**src/rtl/udp_rx_mport.sv**
```systemverilog
// UDP receive parser: strips the 8-byte header and forwards the payload of datagrams
// whose destination port matches the programmable port table; everything else is dropped.
module udp_rx_mport #(
  parameter int                        P_CHAN_NUM  = 4,
  parameter logic [16*P_CHAN_NUM-1:0]  P_PORT_INIT = {16'h8083, 16'h8082, 16'h8081, 16'h8080},
  parameter bit                        P_CHK_LEN   = 1'b1,
  parameter int                        P_CNT_W     = 16,
  localparam int                       CW          = (P_CHAN_NUM > 1) ? $clog2(P_CHAN_NUM) : 1
) (
  input  logic               i_clk,
  input  logic               i_rst,
  input  logic               i_cfg_we,
  input  logic [CW-1:0]      i_cfg_idx,
  input  logic [15:0]        i_cfg_port,
  input  logic [7:0]         i_ip_data,
  input  logic [15:0]        i_ip_len,
  input  logic               i_ip_last,
  input  logic               i_ip_valid,
  output logic [7:0]         o_udp_data,
  output logic [15:0]        o_udp_len,
  output logic [15:0]        o_udp_src_port,
  output logic [CW-1:0]      o_udp_chan,
  output logic               o_udp_last,
  output logic               o_udp_valid,
  output logic               o_udp_err,
  output logic [P_CNT_W-1:0] o_drop_cnt
);

  typedef enum logic [1:0] {S_IDLE, S_HDR, S_PAYLOAD, S_DROP} state_t;

  state_t          state, state_nx;
  logic [15:0]     port_tab [P_CHAN_NUM];
  logic [2:0]      hdr_cnt;
  logic [15:0]     src_port;
  logic [7:0]      dst_hi;
  logic [15:0]     udp_len;
  logic [15:0]     pay_cnt;
  logic            hit_r;
  logic [CW-1:0]   chan_r;
  logic            hit;
  logic [CW-1:0]   hit_idx;
  logic            len_ok;
  logic            accept;
  logic            drop_inc;
  logic            start_pay;
  logic            beat;
  logic            beat_last;
  logic            beat_err;

  // Scanning from the top down leaves the lowest matching index as the winner.
  always_comb begin
    hit     = 1'b0;
    hit_idx = '0;
    for (int k = P_CHAN_NUM - 1; k >= 0; k--) begin
      if (port_tab[k] == {dst_hi, i_ip_data}) begin
        hit     = 1'b1;
        hit_idx = CW'(k);
      end
    end
  end

  always_comb begin
    if (P_CHK_LEN) len_ok = (udp_len == i_ip_len);
    else           len_ok = (udp_len <= i_ip_len);
    accept = hit_r && (udp_len >= 16'd8) && len_ok;
  end

  always_ff @(posedge i_clk or negedge i_rst) begin
    if (!i_rst) state <= S_IDLE;
    else        state <= state_nx;
  end

  always_comb begin
    state_nx  = state;
    drop_inc  = 1'b0;
    start_pay = 1'b0;
    beat      = 1'b0;
    beat_last = 1'b0;
    beat_err  = 1'b0;
    if (i_ip_valid) begin
      unique case (state)
        S_IDLE: begin
          if (i_ip_last) drop_inc = 1'b1;
          else           state_nx = S_HDR;
        end
        S_HDR: begin
          if (hdr_cnt == 3'd7) begin
            // A datagram that ends on its checksum byte has no payload left to carry.
            if (accept && (udp_len > 16'd8) && !i_ip_last) begin
              state_nx  = S_PAYLOAD;
              start_pay = 1'b1;
            end else begin
              drop_inc = !(accept && (udp_len == 16'd8));
              state_nx = i_ip_last ? S_IDLE : S_DROP;
            end
          end else if (i_ip_last) begin
            drop_inc = 1'b1;
            state_nx = S_IDLE;
          end
        end
        S_PAYLOAD: begin
          beat = 1'b1;
          if (pay_cnt == o_udp_len) begin
            beat_last = 1'b1;
            state_nx  = i_ip_last ? S_IDLE : S_DROP;
          end else if (i_ip_last) begin
            beat_last = 1'b1;
            beat_err  = 1'b1;
            state_nx  = S_IDLE;
          end
        end
        S_DROP: begin
          if (i_ip_last) state_nx = S_IDLE;
        end
        default: state_nx = S_IDLE;
      endcase
    end
  end

  always_ff @(posedge i_clk or negedge i_rst) begin
    if (!i_rst) begin
      for (int k = 0; k < P_CHAN_NUM; k++) port_tab[k] <= P_PORT_INIT[16*k +: 16];
    end else if (i_cfg_we && (int'(i_cfg_idx) < P_CHAN_NUM)) begin
      port_tab[i_cfg_idx] <= i_cfg_port;
    end
  end

  // Header capture, payload counting and the registered output beat.
  always_ff @(posedge i_clk or negedge i_rst) begin
    if (!i_rst) begin
      hdr_cnt        <= '0;
      src_port       <= '0;
      dst_hi         <= '0;
      udp_len        <= '0;
      pay_cnt        <= '0;
      hit_r          <= 1'b0;
      chan_r         <= '0;
      o_udp_data     <= '0;
      o_udp_len      <= '0;
      o_udp_src_port <= '0;
      o_udp_chan     <= '0;
      o_udp_last     <= 1'b0;
      o_udp_valid    <= 1'b0;
      o_udp_err      <= 1'b0;
      o_drop_cnt     <= '0;
    end else begin
      o_udp_valid <= beat;
      o_udp_last  <= beat_last;
      o_udp_err   <= beat_err;
      if (beat) begin
        o_udp_data <= i_ip_data;
        pay_cnt    <= pay_cnt + 16'd1;
      end
      if (i_ip_valid && (state == S_IDLE)) begin
        src_port[15:8] <= i_ip_data;
        hdr_cnt        <= 3'd1;
      end
      if (i_ip_valid && (state == S_HDR)) begin
        hdr_cnt <= hdr_cnt + 3'd1;
        case (hdr_cnt)
          3'd1: src_port[7:0] <= i_ip_data;
          3'd2: dst_hi        <= i_ip_data;
          3'd3: begin
            hit_r  <= hit;
            chan_r <= hit_idx;
          end
          3'd4: udp_len[15:8] <= i_ip_data;
          3'd5: udp_len[7:0]  <= i_ip_data;
          default: ;
        endcase
      end
      if (start_pay) begin
        o_udp_len      <= udp_len - 16'd8;
        o_udp_src_port <= src_port;
        o_udp_chan     <= chan_r;
        pay_cnt        <= 16'd1;
      end
      if (drop_inc && !(&o_drop_cnt)) o_drop_cnt <= o_drop_cnt + P_CNT_W'(1);
    end
  end

endmodule

```
**config.mk**
```make
export PLATFORM = sky130hd
export DESIGN_NAME = udp_rx_mport
export DESIGN_NICKNAME = d
export VERILOG_FILES = /design/src/rtl/udp_rx_mport.sv
export SDC_FILE = /design/constraint.sdc
export NUM_CORES = 1
export LEC_CHECK = 0
export ABC_CLOCK_PERIOD_IN_PS = 3000
export BUFFER_PORTS_ARGS = -buffer_cell sky130_fd_sc_hd__clkbuf_2
export CAP_MARGIN = 40
export CELL_PAD_IN_SITES_DETAIL_PLACEMENT = 0
export CELL_PAD_IN_SITES_GLOBAL_PLACEMENT = 1
export CORE_ASPECT_RATIO = 0.7
export CORE_MARGIN = 1.5
export CORE_UTILIZATION = 48
export CTS_BUF_LIST = sky130_fd_sc_hd__clkbuf_2 sky130_fd_sc_hd__clkbuf_4 sky130_fd_sc_hd__clkbuf_8
export DETAILED_ROUTE_END_ITERATION = 7
export PLACE_DENSITY = 0.93
export SYNTH_ARGS = -nofsm -noshare
export SYNTH_HDL_FRONTEND = slang
export SYNTH_SLANG_ARGS = --single-unit
```
**constraint.sdc**
```tcl
create_clock -name i_clk -period 3 [get_ports i_clk]
set_input_delay 0.3 -clock i_clk [delete_from_list [all_inputs] [get_ports i_clk]]
set_output_delay 0.3 -clock i_clk [all_outputs]
set_load 0.005 [all_outputs]
```
[Word level (Yosys, flattened, before mapping)]
Cells that the tools add are included.
Word-level totals
  register bits after elaboration: 189
  bits in latches: 0
  bits in writable memories: 0
  memory bits (read-only): 0
  output and inout port bits: 61
  logic and storage cells: 109
  memories kept: 0
Cells by class
  add/sub/neg operators: 4
  multiply operators: 0
  div/mod/pow operators: 0
  magnitude comparators: 4
  eq/ne operators: 17
  shifts and indexed selects: 0
  multiplexer cells: 39
  bitwise logic cells: 1
  reductions and logical operators: 22
Operators by type and width (number)
  == test 16 bit: 6
  bitwise mux 64 bit: 1
  2-to-1 mux 16 bit: 3
  adder 16 x 1 -> 16 bit (second input constant): 2
  demux 16 bit (select 2 bit): 1
  2-to-1 mux 1 bit: 20
  2-to-1 mux 2 bit: 10
  == test 16 x 4 -> 1 bit (second input constant): 1
  >= comparator 16 x 4 -> 1 bit (second input constant): 1
  greater-than comparator 16 x 4 -> 1 bit (second input constant): 1
  AND reduction 16 bit: 1
  subtractor 16 x 4 -> 16 bit (second input constant): 1
  AND reduction 2 bit: 6
  == test 3 bit (second input constant): 3
  logical AND 1 bit: 9
  one-hot mux 2 bit (4 select lines): 1
  == test 3 x 2 -> 1 bit (second input constant): 2
  2-to-1 mux 3 bit: 2
  == test 2 bit (second input constant): 2
  nonzero test 2 bit: 2
  adder 3 x 1 -> 3 bit (second input constant): 1
  == test 3 x 1 -> 1 bit (second input constant): 1
  >= comparator 3 bit (second input constant): 1
  zero test 1 bit: 3
  other kinds (6): 6

[Logic depth before layout (Yosys ltp)]
Gate-level depths: netlist of run 1.
  depth after elaboration: 10
  depth in mapped cells: 10

[Worst setup path before layout of run 1]
OpenSTA, ideal clock, no wires.
  path type: reg2reg
  start point: register udp_len[10]
  end point: register o_drop_cnt[12]
  setup time: 0.125 ns
  arrival time: 2.554 ns
  setup slack: 0.322 ns
  stages on the path, launching flop included: 8
  path through: dfrtp_1 or3_4 or4_4 or4_1 o211ai_1 nand2_1 nand4_1 mux2_2
On the way
  word-level cells in the longest chain between the ends: 10
RTL lines
  from (decl): line 36  | logic [15:0] udp_len;
  from (signal assigned): line 167  | 3'd4: udp_len[15:8] <= i_ip_data;
  >= comparator 16 x 4 -> 1 bit: line 65  | accept = hit_r && (udp_len >= 16'd8) && len_ok;
  logical AND 1 bit (2 in series): line 65
  logical AND 1 bit, on equally long branches: line 93, 89
  zero test 1 bit / logical AND 1 bit (equally long branches): line 93, 89
  2-to-1 mux 1 bit (*): line 89  | if (accept && (udp_len > 16'd8) && !i_ip_last) begin
  2-to-1 mux 1 bit (*): line 87  | if (hdr_cnt == 3'd7) begin
  one-hot mux 1 bit (2 select lines) (*): line 81  | unique case (state)
  2-to-1 mux 1 bit (*): line 80  | if (i_ip_valid) begin
  logical AND 1 bit (*): line 178  | if (drop_inc && !(&o_drop_cnt)) o_drop_cnt <= o_drop_cnt + P_CNT_W'(1);
  to (signal assigned): line 178
  to (decl): line 26  | output logic [P_CNT_W-1:0] o_drop_cnt
Every way passes the cells marked *; elsewhere a longest branch is shown, timed or not.
A chain may end at the register's enable or synchronous reset.

[Worst setup path after layout of run 1]
Same ends and word-level chain as after synthesis.

==> results of run 1 <==
-- layer usage --
layer  global-route usage, %  up-vias  share of wire [%]
met2                    32.0      165                 43
li1                        -     2813                  -
met5                       0        -              0.056
met1                    32.9     2949                 50
met4                    5.71        2                1.1
met3                    5.61       22                6.4
-- cells in the final DEF (no fill, tap or decap), drive strengths merged, types with 2 or more instances in the layout --
| master | Yosys | final |
|---|---|---|
| buf | 10 | 19 |
| o21ai | 18 | 18 |
| mux2 | 107 | 107 |
| and3 | 12 | 12 |
| nor3 | 8 | 8 |
| xnor2 | 67 | 67 |
| dfrtp | 177 | 177 |
| nand3b | 4 | 4 |
| inv | 8 | 15 |
| nand3 | 18 | 18 |
| nor4 | 17 | 17 |
| nand2b | 3 | 3 |
| or3 | 4 | 4 |
| nor2 | 27 | 27 |
| nand4 | 20 | 20 |
| clkbuf | 29 | 127 |
| nor3b | 2 | 2 |
| clkinvlp | 0 | 2 |
| a31oi | 3 | 3 |
| a211oi | 2 | 2 |
| dfstp | 12 | 12 |
| or4 | 2 | 2 |
| and2 | 3 | 3 |
| a21oi | 12 | 12 |
| xor2 | 63 | 63 |
| nand2 | 121 | 121 |
| ha | 9 | 9 |
-- repair_timing --
action                    CTS  global route
hold endpoints to repair   54             0
buffers inserted            0             0
hold buffers                1             0
-- worst min path at each step --
stage                       from           endpoint  slack, ns  cells past startpoint
6_report           i_cfg_port[8]       port_tab[56]       0.09                      2
2_1_floorplan              i_rst          chan_r[0]      0.004                      0
3_3_place_gp   o_udp_src_port[1]  o_udp_src_port[1]       0.45                      2
5_1_grt           i_cfg_port[14]       port_tab[30]       0.08                      2
3_5_place_dp               i_rst       port_tab[44]       0.18                      1
4_1_cts               i_ip_valid           state[1]       0.07                      2
-- cells by family after synthesis --
logic type,Yosys count,share of synthesized area (%)
xor+xnor,130,12.9
compound gates,41,2.77
mux,107,13.7
buf+inv,47,2.22
fa+ha+maj,9,1.28
simple gates,245,13.1
flops,189,53.9
-- flip-flops by register name (all words and copies together), names as in the netlist, 8 cells and up --
name,count
o_drop_cnt,16
port_tab,64
o_udp_data,8
dst_hi,8
o_udp_len,16
pay_cnt,16
udp_len,16
o_udp_src_port,16
src_port,16
-- cell type report --
type | instances | area [um2]
Sequential cell | 189 | 4740
Tap cell | 236 | 295
Fill cell | 1572 | 7860
Inverter | 8 | 30.0
Timing Repair Buffer | 126 | 747
Clock buffer | 21 | 289
Clock inverter | 11 | 119
Multi-Input combinational cell | 532 | 3870
-- power breakdown --
group          internal (mW)  switching [mW]  total [mW]
combinational          0.993           0.795        1.79
sequential              3.09           0.548        3.64
clock                  0.773           0.970        1.74
total                   4.86            2.31        7.17
-- worst register-to-register path, stage by stage (launching register included) --
cell and delay, ns:
dfrtp_1 0.39, or3_4 0.40, or4_4 0.44, or4_1 0.50
o211ai_1 0.26, nand2_1 0.22, nand4_1 0.16, mux2_2 0.34
==> reports/qor.csv, run 1 <==
metric,value,unit
setup_tns,0,ns
antenna fix cells,0,
"Seq/Total Area, Yosys",53.9,%
Post-Syn Instances,768,
number of global-route vias before repair,5801,
Critical Path End,o_drop_cnt[12],
clk_skew,0.0156,ns
GRT overflow,0,
Max Slew Vio Count,0,
hold crit path type,input pin to flop,
worst reg2reg path endpoint,o_drop_cnt[12],
highest clock rate,356,MHz
cells along the critical path,or3_4 > or4_4 > or4_1 > o211ai_1 > nand2_1 > nand4_1 > mux2_2,
Util after Layout,56.2,%
Placement Cell Area,9670,um2
most used flip-flop cell after synthesis,dfrtp_1,
Placed Cells,1090,
TritonCTS buffer count,17,
synth top area cells,"dfrtp_1 50%, mux2_2 14%, xnor2_1 6.7%, xor2_1 6.3%, nand2_1 5.2%",
routed len/inst,17.6,um
Die W,165,um
die area,19200,um2
startpoint types,flop,
Power Density,711,nW/um2
Die Y,116,um
CP max FO,6,
# DRC,0,
Hold Slack,0.0896,ns
final std cells w/o fill,1123,
mapped cell area,8800,um2
crit path max-delay cell type,or4_1,
fin crit period,2.81,ns
WP depth,7,
setup ws final,0.193,ns
syn_nets,824,
CP arrival,3.17,ns
Post-synth EDFFs,0,
Critical R2R Launch,udp_len[10],
CTS tree,done,
Layout area overhead,14.7,%
"FF+latch count, synth",189,
Buf/Inv on CP,0,
R2R Setup Slk,0.19,ns
num ports,108,
final setup vio count,0,
top-area cell type share of the netlist area,50.4,%
Worst VDD drop,0.349,mV
Sink Count,189,
CP Launch Point,udp_len[10],
final design area excluding fillers,10100,um2
Max Buffers Root-to-Sink,2,
crit path capture type,flop,
Pwr Total,7.17,mW
row count,41,
Iteration-0 DRC Markers,508,
I/O Buffers,107,
LEAKAGE,4.82,nW
Clock Tree Root,clkbuf_8,
"count leader, synth",dfrtp_1,
RSZ-0062 raised after global routing,false,
final hold vios,0,
Synth area leader,dfrtp_1,
critical path's top delay family,simple AND/OR/NAND/NOR gates,
Initial Util,49.0,%
initial antenna violation count,1,
Post-synth ARST share,100,%
max-cap violation count,0,
Clock Latency Late Sink,0.48,ns
Post-DRT Antenna Nets,0,
cells on worst reg2reg path,7,
TritonRoute pass-1 iters,5,
status,finished clean,
Crit Path Class,flop to flop,
vias,5951,
core area,18000,um2
pre-CTS setup slack,0.199,ns
fin crit share,93.6,%
slew at the pin closest to its max-slew limit,0.907,ns
"Data required, critical path",3.37,ns
synth cell count leaders,"177 x dfrtp_1, 121 x nand2_1, 107 x mux2_2",
H-tree Lvls,4,
Rel. slew slack,39.3,%
first-pass GRT wire length,31700,um
CTS resizes,0,
Final HPWL DP,14100,um
Synth cell types,42,
Placer Congestion,0.872,
routed vias/inst,5.30,
largest net degree at the start of global routing,72,
final WL,19800,um
Overall Global Routing Usage,22.0,%
share of layout cells above drive strength 1,32.0,%
CTS clock-pin slew for the worst setup and hold paths,0.11,ns
critical path's largest stage delay,0.50,ns
Mean Syn Cell Area,11.5,um2
Yosys warnings,0,
Nets,930,
Power figures use the tool's default switching activity.
==> run 2: changes to the inputs <==
- CORE_MARGIN: 1.5 -> 2
==> run 2 against run 1 <==
Non-clock buffer count down 1. Sequential power about the same. Worst hold slack better by 0.0076 ns. Via count up 0.59%. Flip-flop and latch count unchanged. Critical path depth unchanged. Combinational power about the same. Global-route usage down 0.23 points. Power down 0.43%. Die area up 1.5%. Critical endpoint unchanged. Highest routed layer is now met4.
==> reports/qor.csv, run 2 (same netlist as run 1, synthesis figures left out) <==
metric,value,unit
final setup vio count,0,
Clock Latency Late Sink,0.48,ns
status,finished clean,
cells along the critical path,or3_4 > or4_4 > or4_1 > o211ai_1 > nand2_1 > nand4_1 > mux2_2,
num ports,108,
crit path capture type,flop,
row count,41,
core area,18000,um2
Pwr Total,7.14,mW
LEAKAGE,4.80,nW
clk_skew,0.0149,ns
TritonCTS buffer count,17,
Final HPWL DP,14300,um
CP arrival,3.19,ns
final WL,20100,um
Largest Register,port_tab,
Rel. slew slack,42.7,%
met1 usage,31.6,%
Die Y,117,um
fill cell count,1563,
highest clock rate,354,MHz
initial antenna violation count,1,
crit path max-delay cell type,or4_1,
fin crit period,2.83,ns
first-pass GRT wire length,32600,um
# hold bufs at CTS,1,
TritonRoute pass-1 iters,5,
die area,19400,um2
final hold vios,0,
antenna fix cells,0,
GRT overflow,0,
slew at the pin closest to its max-slew limit,0.856,ns
Placer Congestion,0.857,
Iteration-0 DRC Markers,456,
Largest register FFs,64,
number of global-route vias before repair,6079,
I/O Buffers,107,
fin crit share,94.2,%
Power Density,710,nW/um2
Worst VDD drop,0.339,mV
max-cap violation count,0,
Clock Tree Root,clkbuf_8,
CP max FO,6,
Die W,166,um
post-CTS setup buffers,0,
routed len/inst,17.9,um
Crit Path Class,flop to flop,
CTS clock-pin slew for the worst setup and hold paths,0.10,ns
Layout area overhead,14.4,%
"most common cell after layout, fill and taps aside",dfrtp_1,
vias,5986,
# DRC,0,
Sink Count,189,
CTS resizes,0,
H-tree Lvls,4,
share of layout cells above drive strength 1,31.9,%
"Data required, critical path",3.36,ns
largest net degree at the start of global routing,77,
grt peak-use layer,met2,
Max Slew Vio Count,0,
setup_tns,0,ns
Nets,929,
most frequent cells in the layout,"177 x dfrtp_1, 121 x nand2_1, 107 x mux2_2",
Post-DRT Antenna Nets,0,
hold crit path type,input pin to flop,
critical path's largest stage delay,0.51,ns
M3 GR Usage,6.46,%
GRT met2 Usage,32.3,%
CTS tree,done,
RSZ-0062 raised after global routing,false,
routed vias/inst,5.34,
Overall Global Routing Usage,21.8,%
Initial Util,48.8,%
startpoint types,flop,
Max Buffers Root-to-Sink,2,
-- run 2: critical path: cells and delay by family, from the launching register on --
kind,cells,cell delay [ns]
multiplexers,1,0.33
AND/OR/NAND/NOR,5,1.74
AO/OA/AOI/OAI,1,0.26
flip-flops,1,0.40
-- run 2: final timing paths --
| path | from | cells after the start | end | slack [ns] |
|---|---|---|---|---|
| worst max register to register | udp_len[10] | 7 | o_drop_cnt[12] | 0.17 |
| min in group asynchronous | i_rst | 2 | o_drop_cnt[0] | 0.41 |
| worst min register to register | o_udp_src_port[2] | 2 | o_udp_src_port[2] | 0.48 |
| worst max-delay path | udp_len[10] | 7 | o_drop_cnt[12] | 0.17 |
| worst min-delay path | i_ip_valid | 2 | state[1] | 0.1 |
| max in group asynchronous | i_rst | 3 | port_tab[23] | 1.69 |
-- run 2: layout make-up --
| cell class | count | area (um2) | area share [%] |
|---|---|---|---|
| inverters | 8 | 30.0 | 0.299 |
| well taps | 236 | 295 | 2.94 |
| multi-input cells | 532 | 3870 | 38.4 |
| clock inverters | 14 | 155 | 1.54 |
| clock buffers | 18 | 241 | 2.40 |
| flip-flops and latches | 189 | 4740 | 47.2 |
| repair buffers | 125 | 727 | 7.23 |
-- run 2: routing by layer --
layer / routed length, um / share of wire, % / vias up
met5: 0 / 0 / -
met4: 138 / 0.69 / 0
met3: 1210 / 6.0 / 11
met2: 8890 / 44 / 143
met1: 9900 / 49 / 3017
li1: - / - / 2815
-- run 2: per-stage QoR --
step                      hold slack, ns  util (%)  instances  setup WS, ns  area, um2
final                             0.0972      55.9       1122         0.174      10100
after floorplan                  0.00441         -        768         0.322       8800
after CTS                         0.0703      55.9       1122         0.163      10100
after global placement             0.368      53.4       1086         0.232       9610
after detailed placement           0.368      53.6       1089         0.189       9650
after global routing              0.0822      55.9       1122        0.0478      10100
-- run 2: report_power, final --
group	switching (mW)	total [mW]	internal (mW)
sequential	0.555	3.65	3.09
clock	1.00	1.71	0.703
combinational	0.797	1.78	0.988
